===== src/rtl/pc_pkg.sv =====
// Shared definitions for the program-counter sequencer: FSM state encoding,
// instruction word size and the default reset fetch address.
package pc_pkg;

  typedef enum logic [1:0] {
    ST_IDLE = 2'd0,
    ST_REQ  = 2'd1,
    ST_RESP = 2'd2,
    ST_OUT  = 2'd3
  } state_e;

  localparam int unsigned WORD_BYTES       = 4;
  localparam logic [31:0] RESET_PC_DEFAULT = 32'h0000_0000;

endpackage


===== src/rtl/next_pc_calc.sv =====
// Next-PC selection: jump beats taken branch beats sequential. All arithmetic
// wraps modulo 2^32; the branch offset is a signed word count.
module next_pc_calc
  import pc_pkg::*;
(
  input  logic [31:0] instr_pc_i,
  input  logic        br_taken_i,
  input  logic [31:0] br_imm_i,
  input  logic        jmp_i,
  input  logic [31:0] jmp_target_i,
  output logic [31:0] next_pc_o,
  output logic        jmp_misaligned_o
);

  logic [31:0] seq_pc;
  logic [31:0] br_pc;

  // The shift discards the two MSBs of the word offset, so the add wraps cleanly.
  assign seq_pc = instr_pc_i + 32'(WORD_BYTES);
  assign br_pc  = seq_pc + (br_imm_i << 2);

  // Priority mux; a jump target is forced to word alignment and flagged if it was not.
  always_comb begin
    // NOTE: every output gets a default before any branch so no latch can be inferred.
    next_pc_o        = seq_pc;
    jmp_misaligned_o = 1'b0;
    if (jmp_i) begin
      next_pc_o        = {jmp_target_i[31:2], 2'b00};
      jmp_misaligned_o = |jmp_target_i[1:0];
    end else if (br_taken_i) begin
      next_pc_o = br_pc;
    end
  end

endmodule


===== src/rtl/pc_sequencer.sv =====
// Program-counter sequencer: keeps one instruction fetch outstanding, presents the
// returned word to decode and advances the PC only when decode consumes it.
module pc_sequencer
  import pc_pkg::*;
#(
  parameter logic [31:0] RESET_PC = RESET_PC_DEFAULT
)(
  input  logic        clk,
  input  logic        rst_n,
  input  logic        stall,
  input  logic        br_taken,
  input  logic [31:0] br_imm,
  input  logic        jmp,
  input  logic [31:0] jmp_target,
  output logic        imem_req,
  output logic [31:0] imem_addr,
  input  logic        imem_ready,
  input  logic        imem_rvalid,
  input  logic [31:0] imem_rdata,
  output logic        instr_valid,
  output logic [31:0] instr,
  output logic [31:0] instr_pc,
  output logic        addr_err
);

  state_e      state_q, state_d;
  logic [31:0] pc_q, pc_d;
  logic [31:0] instr_q, instr_d;
  logic [31:0] instr_pc_q, instr_pc_d;
  logic        instr_valid_q, instr_valid_d;
  logic [31:0] next_pc;
  logic        jmp_misaligned;

  next_pc_calc u_next_pc_calc (
    .instr_pc_i       (instr_pc_q),
    .br_taken_i       (br_taken),
    .br_imm_i         (br_imm),
    .jmp_i            (jmp),
    .jmp_target_i     (jmp_target),
    .next_pc_o        (next_pc),
    .jmp_misaligned_o (jmp_misaligned)
  );

  // State register; reset drops any in-flight response by returning to IDLE.
  always_ff @(posedge clk or negedge rst_n) begin
    if (!rst_n) begin
      state_q <= ST_IDLE;
    end else begin
      // NOTE: sequential state uses non-blocking assignments so every flop samples pre-edge values.
      state_q <= state_d;
    end
  end

  // Datapath registers: fetch PC, captured instruction and its address.
  always_ff @(posedge clk or negedge rst_n) begin
    if (!rst_n) begin
      pc_q          <= RESET_PC;
      instr_q       <= '0;
      instr_pc_q    <= '0;
      instr_valid_q <= 1'b0;
    end else begin
      pc_q          <= pc_d;
      instr_q       <= instr_d;
      instr_pc_q    <= instr_pc_d;
      instr_valid_q <= instr_valid_d;
    end
  end

  // Next-state and output decode. Redirect inputs only matter on the consume cycle.
  always_comb begin
    state_d       = state_q;
    pc_d          = pc_q;
    instr_d       = instr_q;
    instr_pc_d    = instr_pc_q;
    instr_valid_d = instr_valid_q;
    imem_req      = 1'b0;
    imem_addr     = '0;
    addr_err      = 1'b0;
    case (state_q)
      ST_IDLE: state_d = ST_REQ;
      ST_REQ: begin
        imem_req  = 1'b1;
        imem_addr = pc_q;
        if (imem_ready) state_d = ST_RESP;
      end
      ST_RESP: begin
        if (imem_rvalid) begin
          instr_d       = imem_rdata;
          instr_pc_d    = pc_q;
          instr_valid_d = 1'b1;
          state_d       = ST_OUT;
        end
      end
      ST_OUT: begin
        if (!stall) begin
          instr_valid_d = 1'b0;
          pc_d          = next_pc;
          addr_err      = jmp_misaligned;
          state_d       = ST_REQ;
        end
      end
      default: state_d = ST_IDLE;
    endcase
  end

  assign instr_valid = instr_valid_q;
  assign instr       = instr_q;
  assign instr_pc    = instr_pc_q;

endmodule


===== config.mk =====
export PLATFORM = sky130hd
export DESIGN_NAME = pc_sequencer
export DESIGN_NICKNAME = d
export VERILOG_FILES = /design/src/rtl/pc_pkg.sv /design/src/rtl/next_pc_calc.sv /design/src/rtl/pc_sequencer.sv
export SDC_FILE = /design/constraint.sdc
export NUM_CORES = 1
export LEC_CHECK = 0
export CAP_MARGIN = 10
export CORE_UTILIZATION = 45
export DETAILED_ROUTE_END_ITERATION = 10
export GPL_ROUTABILITY_DRIVEN = 0
export PLACE_DENSITY = 0.77
export SLEW_MARGIN = 20
export SYNTH_ARGS = -nofsm -noshare
export SYNTH_HDL_FRONTEND = slang
export SYNTH_SLANG_ARGS = --single-unit

===== constraint.sdc =====
create_clock -name clk -period 8.5 [get_ports clk]
set_clock_uncertainty 0.05 [all_clocks]
set_input_delay 1.7 -clock clk [delete_from_list [all_inputs] [get_ports clk]]
set_output_delay 1.7 -clock clk [all_outputs]
set_load 0.05 [all_outputs]

[After elaboration in Yosys (flattened, before gate mapping)]
Cells that the tools add are included.
Word-level totals
  bits in registers: 99
  input port bits: 103
  word-level logic and storage cells: 35
Operators by class
  add/subtract/negate cells: 2
  equality and inequality tests: 6
  mux-type cells: 14
  bitwise operators: 1
  reduce and logical (&&, ||, !) cells: 7
Operators with widths (number)
  2-to-1 mux 32 bit: 3
  adder 32 x 3 -> 32 bit (second input constant): 1
  adder 32 bit: 1
  one-hot mux 2 bit (4 select lines): 1
  2-to-1 mux 1 bit: 6
  2-to-1 mux 2 bit: 3
  inequality test 2 bit (second input constant): 3
  AND reduction 3 bit: 2
  == test 2 bit (second input constant): 2
  AND reduction 2 bit: 2
  == test 2 x 1 -> 1 bit (second input constant): 1
  logical NOT 2 bit: 1
  one-hot mux 1 bit (2 select lines): 1
  nonzero test 2 bit: 1
  OR reduction 2 bit: 1
  NOT 1 bit: 1

[Logic depth before layout (Yosys ltp)]
Gate-level depths: netlist of the first run.
  depth in word-level cells: 4
  mapped depth: 17
  gate-level depth less buffers: 16

[By module]
Synthesis of the first run repeated with hierarchy kept, for this count alone.
Unflattened totals
  cell total of the unflattened synthesis: 677
  area total of the unflattened synthesis: 6851.6 um^2
Modules (own cells, without submodules)
  pc_sequencer: instances 1, cells an instance 260, area an instance 4073.9 um^2, seq. area each 2477.4 um^2
  next_pc_calc: instances 1, cells an instance 417, area an instance 2777.7 um^2, seq. area each 0.0 um^2

[Worst setup path before layout of the first run]
OpenSTA, ideal clock, no wires.
  path kind: input to output
  from: input jmp
  to: output addr_err
  data arrival time: 2981 ps
  data required time: 6750 ps
  slack: 3769 ps
  stages on the path: 4
  path buffers: 2
  cell sequence: clkbuf_1 -> clkbuf_1 -> o21ai_0 -> nor2_1
Between the ends
  cells in the longest elaborated chain, start to end: 3
Ends and longest elaborated chain
  start: declaration: line pc_sequencer.sv:13  | input logic jmp,
  2-to-1 mux 1 bit: line next_pc_calc.sv:27  | if (jmp_i) begin
  2-to-1 mux 1 bit: line pc_sequencer.sv:95  | if (!stall) begin
  2-to-1 mux 1 bit: line pc_sequencer.sv:79  | case (state_q)
  end: declaration: line pc_sequencer.sv:23  | output logic addr_err
No other way between the ends.

[Worst setup path after layout of the first run]
  from: input stall
  to: output addr_err
Between the ends
  cells in the longest elaborated chain, start to end: 2
Ends and longest elaborated chain
  start: declaration: line pc_sequencer.sv:10  | input logic stall,
  2-to-1 mux 1 bit: line pc_sequencer.sv:95
  2-to-1 mux 1 bit: line pc_sequencer.sv:79
No other way between the ends.

==> results_dict.tcl, run 1 <==
set metrics [dict create \
    clock_path_buffers 2 \
    cts.sink_count 99 \
    tritoncts "built" \
    cp_slowest_stage_delay_ns 0.72 \
    wire_per_inst_um 18.7 \
    die-area_mm2 0.0150 \
    finalMaxSlewViolations 0 \
    synth_ff_type "dfrtp_1" \
    grt_pass1_wl_um 30800 \
    grt_pass1_vias 6090 \
    min_period_ns 5.44 \
    htreeDepth 3 \
    hold_viol 0 \
    grt_overflow 0 \
    portBuffers 199 \
    ys_seq_area_share_pct 37.9 \
    antenna_found_initial 0 \
    via_per_inst 5.69 \
    place_hpwl_um 14400 \
    synth_seq_cells 99 \
    syn_area_mm2 0.00654 \
    dp_cells 1047 \
    synth.net_count 836 \
    cp.required_ns 6.75 \
    rsz0062_at_grt "no" \
    cts.repair.resized 0 \
    ir_drop_mv 0.230 \
    drt_iter0_markers 413 \
    synth_area_leader_cell "dfrtp_1" \
    fp-row-count 43 \
    fill_cells 1135 \
    hp-class "register to register" \
    crit_chain "clkdlybuf4s50_1, nand2b_2, buf_4, nor2_1, clkdlybuf4s50_1" \
    startpoint_type "input port" \
    fp.dieH_um 123 \
    r2r_start "instr_pc[4]" \
    whs_ns 0.450 \
    cp_slowest_cell "clkdlybuf4s50_1" \
    cp-end-kind "primary output" \
    period_share_pct 64.0 \
    worst_pin_slew_ns 0.917 \
    min_path_cells 2 \
    r2r_end "pc_q[31]" \
    synth_edf_count 0 \
    clk_latency_ns 0.36 \
    die_w_um 123 \
    synth_top_area_share_pct 37.9 \
    finalNonFillerCells 1063 \
    synthTopCellsByCount "dfrtp_1, mux2_2, nand2_1" \
    route.detailed.drc 0 \
    synth_cell_types 50 \
    reg2reg_slack_ns 3.80 \
    syn_inst 691 \
    drt-pass1-iter-count 5 \
    cap_violations 0 \
    ys_warn_count 0 \
    vias 6048 \
    initial_core_util_pct 46.6 \
    numCtsBuffers 9 \
    worstPathMaxFanout 51 \
    p_leak_nw 3.86 \
    min_from "pc_q[17]" \
    syn_area_per_cell_um2 9.47 \
    drive_gt1_share_pct 11.1 \
    arrival_ns 3.69 \
    setup_viol 0 \
    r2r_cells 14 \
    ios 202 \
    path_class "input port to primary output" \
    ys_top_cells_by_area "dfrtp_1, mux2_2, ha_1" \
    async_reset_ff_share_pct 100 \
    fp.coreArea_mm2 0.0140 \
    power.total_mw 3.79 \
    clk_pin_slew_ns 0.06 \
    antenna_left 0 \
    antennaDiodeCount 0 \
    yosys.cell_count.top_type "dfrtp_1" \
    power_density_mw_per_mm2 420 \
    postCtsSetupBuffers 0 \
    cts-root-buf "clkbuf_16" \
    nets 1023 \
    postCtsHoldBufs 0 \
    slew_headroom_pct 38.6 \
    critPathMostFrequentCell "clkdlybuf4s50_1" \
    grt_use_total_pct 26.9 \
    status "complete, no violations" \
    grt_max_degree 86 \
    setup_tns_ns 0 \
    wl_um 19900 \
    area_growth_pct 37.9 \
    hold_end "pc_q[17]" \
    fmax_mhz 184 \
]
-- final cells by class --
class	instances	area, um2	share of cell area, %
multi-input combinational	549	3910	43.4
sequential	99	2480	27.5
inverter	13	48.8	0.541
clock inverter	6	73.8	0.818
tap	180	225	2.50
clock buffer	10	239	2.65
timing repair buffer	206	2050	22.7
-- placed cells by master (no fill, tap or decap), types with 4 or more instances in the layout --
cell type / instances
a211oi_1: 9
a21o_1: 17
a21oi_1: 50
a221oi_1: 4
and2_1: 37
and3_1: 13
buf_4: 7
clkbuf_16: 9
clkdlybuf4s50_1: 198
dfrtp_1: 99
ha_1: 41
inv_1: 12
inv_6: 5
mux2_2: 64
mux2i_1: 5
nand2_1: 60
nand3_1: 23
nand4_1: 10
nor2_1: 43
nor3_1: 7
o211ai_1: 6
o21a_1: 5
o21ai_0: 50
o22ai_1: 5
or3_1: 4
xnor2_1: 34
xor2_1: 17
-- state kept, by name, summed over array words and instances (netlist names) --
register / flops
instr_valid: 1
state_q: 2
pc_q: 32
instr: 32
instr_pc: 32
-- cells by family (layout without fill, tap and decap cells) --
kind of cell / after synthesis / count (layout) / share of synthesized area, %
adder cells (fa/ha/maj): 42 / 42 / 8.15
multiplexers: 69 / 69 / 11.8
AO/OA/AOI/OAI: 173 / 173 / 16.8
flip-flops: 99 / 99 / 37.9
AND/OR/NAND/NOR: 214 / 214 / 16.1
buffers and inverters: 43 / 235 / 2.47
XOR/XNOR: 51 / 51 / 6.83
-- where the power goes --
group	switching (mW)	internal, mW
clock network	0.199	0.242
logic	1.51	0.947
registers	0.200	0.690
-- worst max path at each step --
stage / depth (start not counted) / to / from
after floorplan: 4 / addr_err / jmp
after global placement: 5 / addr_err / jmp
after detailed placement: 5 / addr_err / stall
after CTS: 5 / addr_err / stall
after global routing: 5 / addr_err / stall
final: 5 / addr_err / stall
-- critical path, delay by kind of cell --
family        cells  cell delay (ns)
buf+inv           3             1.73
simple gates      2             0.25
-- through the flow --
stage	cell area, um2	utilization [%]	setup slack [ns]
floorplan	6540	-	3.77
global placement	8700	62.0	3.09
detailed placement	8700	62.0	3.09
CTS	9020	64.2	3.08
global route	9020	64.2	3.01
finish	9020	64.2	3.06
-- layer usage --
| metal | wire length (um) | vias up | track usage, % |
|---|---|---|---|
| met5 | 0 | - | 0 |
| met4 | 390 | 0 | 8.61 |
| met3 | 1380 | 40 | 6.69 |
| met2 | 9880 | 233 | 45.6 |
| met1 | 8230 | 2921 | 33.4 |
| li1 | - | 2854 | - |
No activity file was read; power rests on OpenSTA's default activity.
==> run 2: changes to the inputs <==
==> constraint.sdc (replaced) <==
create_clock -name clk -period 5.5 [get_ports clk]
set_clock_uncertainty 0.05 [all_clocks]
set_input_delay 1.1 -clock clk [delete_from_list [all_inputs] [get_ports clk]]
set_output_delay 1.1 -clock clk [all_outputs]
set_load 0.05 [all_outputs]
==> results_dict.tcl, run 2 (synthesis results as in run 1) <==
set metrics [dict create \
    clock_path_buffers 2 \
    finalNonFillerCells 1064 \
    period_share_pct 79.6 \
    antenna_found_initial 2 \
    htreeDepth 3 \
    fmax_mhz 228 \
    fp-row-count 43 \
    die_w_um 123 \
    hp-class "register to register" \
    rsz0062_at_grt "no" \
    wl_um 20100 \
    place_hpwl_um 14800 \
    cp-end-kind "register" \
    hold_viol 0 \
    slew_headroom_pct 33.4 \
    antennaDiodeCount 0 \
    fill_cells 1127 \
    grt_overflow 0 \
    setup_viol 0 \
    initial_core_util_pct 46.6 \
    power_density_mw_per_mm2 646 \
    die-area_mm2 0.0150 \
    grt_pass1_vias 6241 \
    nets 1024 \
    worstPathMaxFanout 6 \
    multi_input_area_mm2 0.00391 \
    postCtsSetupBuffers 0 \
    wire_per_inst_um 18.9 \
    fp.coreArea_mm2 0.0140 \
    cp.required_ns 5.75 \
    route.detailed.drc 0 \
    clk_pin_slew_ns 0.08 \
    finalMaxSlewViolations 0 \
    setup_tns_ns 0 \
    tritoncts "built" \
    startpoint_type "register" \
    cts.repair.resized 0 \
    min_period_ns 4.38 \
    area_growth_pct 37.8 \
    cts.sink_count 99 \
    cap_violations 0 \
    vias 6094 \
    postCtsHoldBufs 0 \
    ir_drop_mv 0.389 \
    grt_use_total_pct 27.6 \
    dp_cells 1048 \
    cts-root-buf "clkbuf_16" \
    portBuffers 199 \
    ios 202 \
    worst_pin_slew_ns 0.995 \
    final_cell_mix "clkdlybuf4s50_1, dfrtp_1, mux2_2, nand2_1" \
    numCtsBuffers 9 \
    drive_gt1_share_pct 11.2 \
    via_per_inst 5.73 \
    grt_pass1_wl_um 31700 \
    status "complete, no violations" \
    drt-pass1-iter-count 5 \
    register_area_mm2 0.00248 \
    clk_latency_ns 0.36 \
    arrival_ns 4.63 \
    p_leak_nw 3.86 \
    fp.dieH_um 123 \
    drt_iter0_markers 366 \
    grt_max_degree 53 \
    path_class "register to register" \
    layout.cells.most_common "clkdlybuf4s50_1" \
    antenna_left 0 \
]
## run 2: changes by cell type in the layout (fill, tap and decap cells not counted)
cell / delta
clkinv_8: +1
buf_6: -1
inv_8: +3
clkinv_4: +2
buf_4: +2
inv_6: -5
bufinv_16: -1
## run 2: cell type report
| class | instances | share of cell area [%] |
|---|---|---|
| multi-input combinational | 549 | 43.4 |
| sequential | 99 | 27.5 |
| timing repair buffer | 207 | 22.7 |
| clock buffer | 10 | 2.65 |
| tap | 180 | 2.50 |
| clock inverter | 6 | 0.749 |
| inverter | 13 | 0.541 |
## run 2: per-stage QoR
stage	hold WS (ns)	power, mW	area, um2	utilization (%)	setup WS, ns
2_1_floorplan	0.399	3.97	6540	-	1.36
3_3_place_gp	0.423	5.05	8710	62.0	1.12
3_5_place_dp	0.425	5.14	8710	62.0	1.06
4_1_cts	0.443	5.83	9020	64.2	1.19
5_1_grt	0.472	6.17	9020	64.2	0.849
6_report	0.439	5.83	9020	64.2	1.12
## run 2: worst max-delay path, cell delays in order (launching register included)
cell	delay (ns)
dfrtp_1	0.47
and3_1	0.25
and2_1	0.20
and3_1	0.31
nand2_1	0.10
xnor2_1	0.19
ha_1	0.33
and3_1	0.22
and4_1	0.20
a21o_1	0.23
a221o_1	0.40
a2111oi_4	0.43
o31ai_1	0.19
xor2_1	0.18
a2111oi_0	0.40
nand3b_1	0.16
## run 2: report_power, final
| part | leakage (nW) | internal [mW] | total [mW] | switching (mW) |
|---|---|---|---|---|
| combinational | 2.50 | 1.46 | 3.79 | 2.33 |
| clock | 0.151 | 0.335 | 0.658 | 0.323 |
| sequential | 1.20 | 1.07 | 1.38 | 0.310 |
## run 2: routing by layer
metal	wire length (um)	up-vias	global-route usage [%]
met1	8290	2949	34.7
met2	10000	240	46.6
met3	1300	36	5.39
li1	-	2867	-
met5	11	-	0
met4	477	2	10.8
## run 2: path summary, 6_finish.rpt
path | start | to | slack, ns | cells past startpoint
worst max-delay path | instr_pc[8] | pc_q[31] | 1.12 | 15
worst min-delay path | pc_q[0] | pc_q[0] | 0.44 | 2
worst max register to register | instr_pc[8] | pc_q[31] | 1.12 | 15
worst min register to register | pc_q[0] | pc_q[0] | 0.44 | 2
max in group asynchronous | rst_n | instr_pc[15] | 3.55 | 2
min in group asynchronous | rst_n | instr[0] | 0.73 | 1
